File: src/rtl/lsu_mem_ctrl.sv
// lsu_mem_ctrl: RV32I load/store initiator for a word-only single-port data memory.
// Define LSU_STATS_EN to add saturating load/store/error counters (stat_* ports).
module lsu_mem_ctrl #(
   parameter int MEM_WORDS = 1024
`ifdef LSU_STATS_EN
   ,
   parameter int CNT_W = 16
`endif
) (
   input  logic             clk,
   input  logic             rst_n,
   input  logic             req_valid,
   output logic             req_ready,
   input  logic             req_we,
   input  logic [2:0]       req_funct3,
   input  logic [31:0]      req_addr,
   input  logic [31:0]      req_wdata,
   output logic             resp_valid,
   output logic [31:0]      resp_rdata,
   output logic             resp_err,
   output logic             mem_we,
   output logic [31:0]      mem_addr,
   output logic [31:0]      mem_wdata,
   input  logic [31:0]      mem_rdata
`ifdef LSU_STATS_EN
   ,
   output logic [CNT_W-1:0] stat_loads,
   output logic [CNT_W-1:0] stat_stores,
   output logic [CNT_W-1:0] stat_errs
`endif
);

   typedef enum logic [1:0] {S_IDLE, S_RD, S_WR, S_RESP} state_t;

   state_t      r_state;
   state_t      w_next;
   logic        r_we;
   logic [2:0]  r_funct3;
   logic [31:0] r_addr;
   logic [15:0] r_wdata;
   logic [31:0] r_mem_wdata;
   logic [31:0] r_rdata;
   logic        r_err;
   logic        w_err;
   logic [15:0] w_lane;
   logic [31:0] w_load;
   logic [31:0] w_merge;

   always_comb begin
      w_err = 1'b0;
      if (req_funct3 == 3'd3 || req_funct3[2:1] == 2'b11) w_err = 1'b1;
      if (req_we && req_funct3[2]) w_err = 1'b1;
      if (req_funct3[1:0] == 2'd1 && req_addr[0]) w_err = 1'b1;
      if (req_funct3[1:0] == 2'd2 && req_addr[1:0] != 2'd0) w_err = 1'b1;
      if ({2'b00, req_addr[31:2]} >= 32'(MEM_WORDS)) w_err = 1'b1;
   end

   always_comb begin
      w_next = r_state;
      case (r_state)
         S_IDLE: begin
            if (req_valid) begin
               if (w_err) w_next = S_RESP;
               else if (req_we && req_funct3 == 3'd2) w_next = S_WR;
               else w_next = S_RD;
            end
         end
         S_RD:    w_next = r_we ? S_WR : S_RESP;
         S_WR:    w_next = S_RESP;
         S_RESP:  w_next = S_IDLE;
         default: w_next = S_IDLE;
      endcase
   end

   // Lane extraction and merge work on the word currently read from memory.
   always_comb begin
      w_lane  = 16'(mem_rdata >> {r_addr[1:0], 3'b000});
      w_load  = mem_rdata;
      w_merge = mem_rdata;
      case (r_funct3)
         3'd0:    w_load = {{24{w_lane[7]}}, w_lane[7:0]};
         3'd1:    w_load = {{16{w_lane[15]}}, w_lane[15:0]};
         3'd4:    w_load = {24'd0, w_lane[7:0]};
         3'd5:    w_load = {16'd0, w_lane[15:0]};
         default: w_load = mem_rdata;
      endcase
      if (r_funct3[1:0] == 2'd0) w_merge[{r_addr[1:0], 3'b000} +: 8] = r_wdata[7:0];
      else w_merge[{r_addr[1], 4'b0000} +: 16] = r_wdata;
   end

   always_ff @(posedge clk or negedge rst_n) begin
      if (!rst_n) begin
         r_state     <= S_IDLE;
         r_we        <= 1'b0;
         r_funct3    <= 3'd0;
         r_addr      <= 32'd0;
         r_wdata     <= 16'd0;
         r_mem_wdata <= 32'd0;
         r_rdata     <= 32'd0;
         r_err       <= 1'b0;
      end else begin
         r_state <= w_next;
         case (r_state)
            S_IDLE: begin
               if (req_valid) begin
                  r_we     <= req_we;
                  r_funct3 <= req_funct3;
                  r_addr   <= req_addr;
                  r_wdata  <= req_wdata[15:0];
                  if (w_err) begin
                     r_rdata <= 32'd0;
                     r_err   <= 1'b1;
                  end else if (req_we) begin
                     r_mem_wdata <= req_wdata;
                  end
               end
            end
            S_RD: begin
               if (r_we) r_mem_wdata <= w_merge;
               else begin
                  r_rdata <= w_load;
                  r_err   <= 1'b0;
               end
            end
            S_WR: begin
               r_rdata <= 32'd0;
               r_err   <= 1'b0;
            end
            default: ;
         endcase
      end
   end

   // Response fields are only rewritten on the edge entering RESP, so they hold between responses.
   assign req_ready  = (r_state == S_IDLE);
   assign resp_valid = (r_state == S_RESP);
   assign resp_rdata = r_rdata;
   assign resp_err   = r_err;
   assign mem_we     = (r_state == S_WR);
   assign mem_addr   = (r_state == S_RD || r_state == S_WR) ? {r_addr[31:2], 2'b00} : 32'd0;
   assign mem_wdata  = r_mem_wdata;

`ifdef LSU_STATS_EN
   always_ff @(posedge clk or negedge rst_n) begin
      if (!rst_n) begin
         stat_loads  <= '0;
         stat_stores <= '0;
         stat_errs   <= '0;
      end else if (r_state == S_RESP) begin
         if (r_err) begin
            if (stat_errs != '1) stat_errs <= stat_errs + 1'b1;
         end else if (r_we) begin
            if (stat_stores != '1) stat_stores <= stat_stores + 1'b1;
         end else begin
            if (stat_loads != '1) stat_loads <= stat_loads + 1'b1;
         end
      end
   end
`endif

endmodule

File: config.mk
export PLATFORM = sky130hd
export DESIGN_NAME = lsu_mem_ctrl
export DESIGN_NICKNAME = d
export VERILOG_FILES = /design/src/rtl/lsu_mem_ctrl.sv
export SDC_FILE = /design/constraint.sdc
export NUM_CORES = 1
export LEC_CHECK = 0
export BUFFER_PORTS_ARGS = -buffer_cell sky130_fd_sc_hd__buf_2
export CAP_MARGIN = 0
export CORE_AREA = 3 3 121 123
export CTS_CLUSTER_SIZE = 16
export DETAILED_ROUTE_END_ITERATION = 6
export DIE_AREA = 0 0 124 126
export GPL_TIMING_DRIVEN = 0
export PLACE_DENSITY = 0.87
export SLEW_MARGIN = 10
export SYNTH_ARGS = -nofsm -noshare
export SYNTH_HDL_FRONTEND = slang
export SYNTH_SLANG_ARGS = --single-unit
File: constraint.sdc
create_clock -name clk -period 2.3 [get_ports clk]
set_clock_uncertainty 0.2 [all_clocks]
set_input_delay 0.46 -clock clk [delete_from_list [all_inputs] [get_ports clk]]
set_output_delay 0.46 -clock clk [all_outputs]
set_load 0.02 [all_outputs]
==> Word-level counts from Yosys, hierarchy flattened <==
Cells that the tools add are included.
{ "op_classes": {"add_sub_neg": 2, "mul": 0, "n_div": 0, "magnitude_cmp": 1, "n_eq_ne": 17, "n_shift": 5, "mux": 28, "bitwise": 0, "n_reduce_logical": 15} }
{ "ops": {"columns": ["op", "count"], "rows": [
  ["$mux W32", 9],
  ["$pmux W32 S4", 1],
  ["$pmux W32 S3", 1],
  ["$bwmux W32", 2],
  ["$pmux W32 S2", 1],
  ["$shift A16 B7 Y32 const A", 1],
  ["$shift A8 B7 Y32 const A", 1],
  ["$shiftx A16 B7 Y32", 1],
  ["$shiftx A8 B7 Y32", 1],
  ["$shr A32 B5 Y16", 1],
  ["$ge A30 B11 Y1 const B", 1],
  ["$neg A5 Y7", 2],
  ["$mux W1", 9],
  ["$eq A2 B2 Y1 const B", 4],
  ["$ne A2 B2 Y1 const B", 4],
  ["$pmux W2 S4", 1],
  ["$eq A3 B2 Y1 const B", 2],
  ["$eq A3 B3 Y1 const B", 2],
  ["$mux W2", 3],
  ["$reduce_and A5 Y1", 1],
  ["$eq A2 B1 Y1 const B", 2],
  ["$logic_and A1 B1 Y1", 4],
  ["$logic_not A2 Y1", 2],
  ["$ne A2 B1 Y1 const B", 2],
  ["8 further kinds", 10]
]} }
{ "word_totals": {"regBits": 119, "latchBits": 0, "mem_bits_rw": 0, "mem_bits_ro": 0, "out_inout_bits": 100, "n_memories": 0} }

==> Longest topological paths before layout <==
Gate-level depths: netlist of the first run.
{ "logic_depth": {"word_depth": 10, "ltp_mapped": 10, "depth_no_buf": 7} }

==> Worst setup path before layout of the first run <==
No wires, ideal clock.
{ "synth_timing": {"path_type": "register to register", "startpoint": "reg r_addr[0]", "endpoint": "reg r_mem_wdata[27], in the netlist mem_wdata[27]", "t_arrival_ns": 1.986, "setup_slack_ns": 0.041, "path_stages_with_launch": 10, "synth_period_minus_slack_ns": 2.259, "cell_sequence": "dfrtp_1 -> buf_2 -> inv_1 -> ha_1 -> nor4bb_1 -> clkbuf_1 -> a221oi_1 -> a21oi_1 -> mux2i_1 -> a21oi_2"} }
{ "synth_via": {"elab_chain_cells": 6} }
{ "synth_rtl": {"columns": ["item", "line_no", "rtl"], "rows": [
  ["start, declared", "39", "logic [31:0] r_addr;"],
  ["start signal, assigned", "108", "r_addr <= req_addr;"],
  ["$neg A5 Y7 *", "87", "if (r_funct3[1:0] == 2'd0) w_merge[{r_addr[1:0], 3'b000} +: 8] = r_wdata[7:0];"],
  ["$shiftx A8 B7 Y32 / $shift A8 B7 Y32 (equally long branches)", "87", null],
  ["$bwmux W32 *", "87", null],
  ["$mux W32 *", "87", null],
  ["$mux W32 *", "119", "if (r_we) r_mem_wdata <= w_merge;"],
  ["$pmux W32 S2 *", "103", "case (r_state)"],
  ["end signal, assigned", "114", "r_mem_wdata <= req_wdata;"],
  ["end signal, assigned", "119", null],
  ["end, declared", "41", "logic [31:0] r_mem_wdata;"]
]} }
Mark *: on every way between the ends. The rest lies on a longest branch, timed or not. The select of a mux whose other input is x is not followed.
A chain may end at the register's enable or synchronous reset.

==> Worst setup path after layout of the first run <==
{ "layout_timing": {"startpoint": "reg r_addr[0]", "endpoint": "reg r_mem_wdata[5], in the netlist mem_wdata[5]"} }
Same word-level chain as after synthesis.

==> impl_results.md, run 1 <==
* Outcome: complete, but fails checks
* Failing checks: setup timing
* Global-route wire length before repair at approximately 32000 um
* Slew headroom at between 50% and 60%
* # nets final at between 900 and 1000
* DRT Pass-1 Iters at 5
* Routed wire length at 21200 um
* Final worst slack at -0.0347 ns
* Peak VDD IR at roughly 990 uV
* Worst Max-Slew Pin Slew at 0.631 ns
* Fraction of registers with async set/reset at 100%
* Starting DRT DRC Count at 460
* Mean post-synth cell area at 10.2 sq um
* Core Region at 0.0138 sq mm
* Critical path's largest stage delay at 0.38 ns
* Main flop type after synthesis: dfrtp_1
* Reg clk slew, reported paths at roughly 0.060 ns
* Final period util at 102%
* Hold WC Path Type: input port to flop
* Cell Chain, Critical Path: buf_6 -> clkinvlp_4 -> ha_4 -> nor2_1 -> a41o_4 -> a22oi_1 -> a21oi_1 -> mux2_2
* Pwr dens at approximately 1700 mW/mm^2
* Placed cell areas at 0.00764 sq mm
* Leak at between 4 and 5 nW
* Later-pin clock latency in the skew report at about 0.42 ns
* Vias per inst at about 5.7
* Utilization after layout at 63.2%
* H-tree level count at 4
* Synth top cells by count: dfrtp_1 (119), mux2_2 (70), nor2_1 (62), a21oi_1 (61), nand2_1 (43)
* Flops & latches, synth at about 120
* Clock buffer count from CTS at 17
* GPL Wtd Cong at approximately 0.97
* EDFF count, synth at 0
* Syn Std Cell Area at 0.00638 sq mm
* CP arrival at ~2.4 ns
* Antenna-violating nets left at 0
* # clock sinks at about 120
* Total Power at roughly 15 mW
* Site Rows at 43
* Critical path's slowest cell: dfrtp_2
* Area growth, synth to finish at 36.4%
* Crit path launch type: flop
* Finish-stage setup viols at 2
* Place WS at -0.460 ns
* Fin area at a little under 0.009 sq mm
* CP Capture Type: flop
* Layout cells sized above 1 at around 45%
* Largest net degree at the start of global routing at 80
* Slew Viols, Final at 0
* Port Buffer Count at 199
* Starting Density at a little under half
* Half-perimeter wire length after placement at roughly 16000 um
* CTS tree: built
* Metal3 WL at 2040 um
* Yosys cell types at 44
* Met2 wire length at roughly 10000 um
* Clock tree root buffer cell: clkbuf_16
* Final Hold Fails at 0
* RSZ-0062 raised after global routing: true
* Largest delay share family, worst path: compound AO/OA/AOI/OAI gates
* FF-to-FF setup slack at -0.03 ns
* Max-Cap Viols at 0
* Most frequent cell after synthesis: dfrtp_1
* Num ports at 203
* Worst Path Buf+Inv at 2
* Final std cells w/o fill at about 1100
* Synth top area share at 46.7%
* Die W at approximately 120 um
* Largest cells by area after synthesis: dfrtp_1 (47%), mux2_2 (12%), mux2i_1 (6.1%)
* YS warnings at 0
* Top sig layer: met5
* CP required at ~2.4 ns
* DIE AREA at around 0.016 sq mm
* Final TNS setup at -0.0468 ns
* Register area share after synthesis at about 47%
* Initial antenna violation count at 5
* Tmin final at between 2 and 2.5 ns
* Routed len/inst at around 20 um
* FMAX at approximately 430 MHz
* Gr usage total at a little over a quarter
* Critical path fanouts, max at 10
* Post-synth top area cell: dfrtp_1
* Hold slack at about 0.077 ns
* Setup CP Type: flop to flop
* DR vias at roughly 6000
* Cell Count Post-Placement at 1008
* Total grt overflow at 0
* CTS max path bufs at 2
* Die H at 126 um
* Drt drc at 0
* Synth Instances at ~630
* Vias in the first global route at between 6000 and 7000
* Wl on met1 at 7910 um
==> final timing paths <==
| check | startpoint | endpoint | cells past startpoint |
|---|---|---|---|
| min in group asynchronous | rst_n | mem_wdata[12] | 2 |
| max reg2reg | r_addr[0] | mem_wdata[5] | 8 |
| max in group asynchronous | rst_n | r_addr[0] | 3 |
| max | r_addr[0] | mem_wdata[5] | 8 |
| min reg2reg | resp_rdata[21] | resp_rdata[21] | 2 |
| min | req_addr[3] | r_addr[3] | 2 |
==> sequential cells by signal (all words and copies together) (netlist names) <==
register    cells
resp_rdata     32
resp_err        1
r_addr         32
r_wdata        16
r_funct3        3
r_state         2
mem_wdata      32
r_we            1
==> metal layers <==
metal,vias to the layer above,global-route usage (%)
met1,2886,31.4
met4,8,11.2
met2,324,43.7
met5,-,0
li1,2733,-
met3,64,9.03
==> final cells by class <==
cell class,count,area (sq um)
flip-flops and latches,119,2980
fillers,1171,5070
repair buffers,216,1210
well taps,180,225
multi-input cells,451,3330
plain buffers,44,287
inverters,11,48.8
clock inverters,8,118
diodes,2,5.00
clock buffers,24,502
==> cells in the final DEF (no fill, tap or decap), types with 10 or more instances in the layout <==
master,Yosys,routed
buf_2,12,193
dfrtp_1,119,117
mux2_2,70,70
nor2_1,62,62
a21oi_1,61,59
nand2_1,43,43
mux2i_1,39,39
buf_4,7,30
o21ai_0,28,28
and2_1,30,26
clkbuf_16,0,17
o21ai_1,14,14
buf_6,2,13
clkbuf_1,22,13
a221oi_1,16,10
a22oi_2,0,10
==> power breakdown <==
group | switching (mW) | internal (mW) | total (mW)
logic | 4.88 | 3.56 | 8.43
registers | 0.702 | 3.11 | 3.81
clock network | 0.937 | 1.84 | 2.78
total | 6.51 | 8.50 | 15.0
==> kinds of logic after synthesis <==
family / Yosys count / share of synthesized area (%)
AOI/OAI and AO/OA: 172 / 17.3
DFF: 119 / 46.7
buffers and inverters: 58 / 4.29
and+or+nand+nor: 159 / 11.5
muxes: 109 / 18.5
other: 1 / 0.0588
adders and majority gates: 9 / 1.76
==> timing repair <==
action	CTS	global route
cloned	0	1
endpoints found under the hold margin	40	0
buffers inserted	7	7
pin swaps	2	16
setup endpoints to repair	145	95
resized for setup	32	62
hold buffers	1	0
(Power assumes the default switching activity.)
==> run 2: changes to the inputs <==
- ABC_AREA: default -> 1
- CORE_AREA: 3 3 121 123 -> 2 2 127 129
- DIE_AREA: 0 0 124 126 -> 0 0 129 131
- PLACE_DENSITY: 0.87 -> 0.88
- SKIP_CTS_REPAIR_TIMING: default -> 1
==> impl_results.md, run 2 <==
* Register area share after synthesis at 40.4%
* Setup CP Type: flop to primary output
* Main flop type after synthesis: dfrtp_1
* Most frequent cell after synthesis: nand2_1
* Pwr dens at 1620 mW/mm^2
* Most common cell after layout, fill and taps aside: nand2_1
* CTS tree: built
* Starting DRT DRC Count at ~1100
* DRT Pass-1 Iters at 6
* Placed cell areas at just under 0.009 sq mm
* Largest delay share family, worst path: buffers and inverters
* Vias in the first global route at slightly above 7000
* Mean post-synth cell area at approximately 7.4 sq um
* Slew headroom at between 50% and 60%
* CP arrival at approximately 1.7 ns
* Failing checks: setup timing
* RSZ-0062 raised after global routing: true
* Area growth, synth to finish at 29.4%
* Fraction of registers with async set/reset at 100%
* Final TNS setup at -0.0582 ns
* Critical path fanouts, max at 10
* Die H at about 130 um
* CP Capture Type: primary output
* Peak VDD IR at about 1100 uV
* Antenna-violating nets left at 0
* Clock tree root buffer cell: clkbuf_16
* Largest cells by area after synthesis: dfrtp_1 (40%), nand2_1 (17%), nand3_1 (7.2%)
* Largest net degree at the start of global routing at 65
* Final period util at 101%
* Starting Density at 47.3%
* Total grt overflow at 0
* Syn Std Cell Area at around 0.0074 sq mm
* Most frequent cells in the layout: nand2_1 (336), buf_2 (207), dfrtp_1 (119), nand3_1 (104), a21oi_1 (75)
* Clock buffer count from CTS at 17
* Num ports at a little over 200
* Synth top cells by count: nand2_1 (337), dfrtp_1 (119), nand3_1 (106), inv_1 (78), a21oi_1 (76)
* YS warnings at 0
* Site Rows at 46
* Critical path's largest stage delay at 0.42 ns
* FILL cells at 1358
* Synth Instances at approximately 1000
* Reg clk slew, reported paths at 0.06 ns
* Slew Viols, Final at 0
* Finish-stage setup viols at 5
* Hold WC Path Type: input port to flop
* Vias per inst at ~5.4
* Worst Max-Slew Pin Slew at 0.738 ns
* H-tree level count at 4
* Synth top area share at 40.4%
* Gr usage total at between 20% and 30%
* DIE AREA at 0.0169 sq mm
* Utilization after layout at about three fifths
* Port Buffer Count at 200
* Critical path's slowest cell: dfrtp_1
* Core Region at about 0.016 sq mm
* Hold slack at ~0.063 ns
* # clock sinks at 119
* # nets final at 1342
* Yosys cell types at 34
* CP required at 1.64 ns
* Global-route wire length before repair at between 30000 and 40000 um
* Post-synth top area cell: dfrtp_1
* Worst Path Buf+Inv at 4
* Later-pin clock latency in the skew report at 0.43 ns
* Fin area at approximately 0.0095 sq mm
* Half-perimeter wire length after placement at around 19000 um
* Leak at a little over 5 nW
* Final worst slack at -0.0250 ns
* Final Hold Fails at 0
* Die W at 129 um
* Routed len/inst at 17.6 um
* CTS max path bufs at 2
* DR vias at between 7000 and 8000
* Tmin final at around 2.3 ns
* FMAX at 430 MHz
* # diodes at 0
* Initial antenna violation count at 0
* Cell Chain, Critical Path: inv_2 -> ha_4 -> buf_6 -> nand2_1 -> inv_1 -> buf_2
* Crit path launch type: flop
* Routed wire length at roughly 26000 um
* EDFF count, synth at 0
* GPL Wtd Cong at around 0.98
* Drt drc at 0
* Total Power at roughly 15 mW
* Flops & latches, synth at 119
* Outcome: complete, but fails checks
* Max-Cap Viols at 0
* Layout cells sized above 1 at between 30% and 40%
[run 2: cell count changes in the layout (fill, tap and decap cells not counted), sizes merged, moves of 39 or more]
cell	before	now
mux2i	39	0
nand2	43	342
o21ai	42	82
nand3	3	119
inv	8	84
[run 2: cell type report]
class	count	area [sq um]	share of cell area [%]
Timing Repair Buffer	208	1200	12.5
Tap cell	216	270	2.83
Sequential cell	119	2980	31.2
Buffer	64	409	4.29
Multi-Input combinational cell	735	3800	39.8
Inverter	85	325	3.41
Clock inverter	14	129	1.35
Clock buffer	18	439	4.60
[run 2: metrics by stage]
step	worst slack (ns)	instances
CTS	-0.487	1453
finish	-0.0250	1459
global placement	-0.924	1420
detailed placement	-0.443	1421
floorplan	0.126	1004
global route	-0.0683	1459
[run 2: report_power, final]
| group | total [mW] | switching (mW) | internal, mW |
|---|---|---|---|
| Sequential | 3.65 | 0.574 | 3.07 |
| Clock | 2.56 | 1.05 | 1.51 |
| Combinational | 9.29 | 5.89 | 3.40 |
| Total | 15.5 | 7.51 | 7.99 |
[run 2: final timing paths]
kind / depth (start not counted) / slack, ns / from / endpoint
max in group asynchronous: 3 / 0.85 / rst_n / resp_rdata[8]
setup reg to reg: 14 / 0.07 / r_addr[0] / mem_wdata[28]
hold / removal: 2 / 0.06 / req_addr[2] / r_addr[2]
hold reg to reg: 2 / 0.26 / mem_wdata[9] / mem_wdata[9]
setup / recovery: 6 / -0.03 / r_state[1] / mem_addr[28]
min in group asynchronous: 2 / 0.35 / rst_n / r_addr[14]
[run 2: cells by family after synthesis]
family | synth area share (%)
and+or+nand+nor | 29.3
AOI/OAI and AO/OA | 13.4
buffers and inverters | 9.30
DFF | 40.4
muxes | 6.11
adders and majority gates | 1.53
other | 0.0509
[run 2: metal layers]
layer | wire length [um] | up-vias | track usage [%]
li1 | - | 3708 | -
met1 | 10400 | 3709 | 39.5
met5 | 0 | - | 0
met3 | 2480 | 70 | 7.49
met4 | 819 | 0 | 11.0
met2 | 12000 | 449 | 47.7
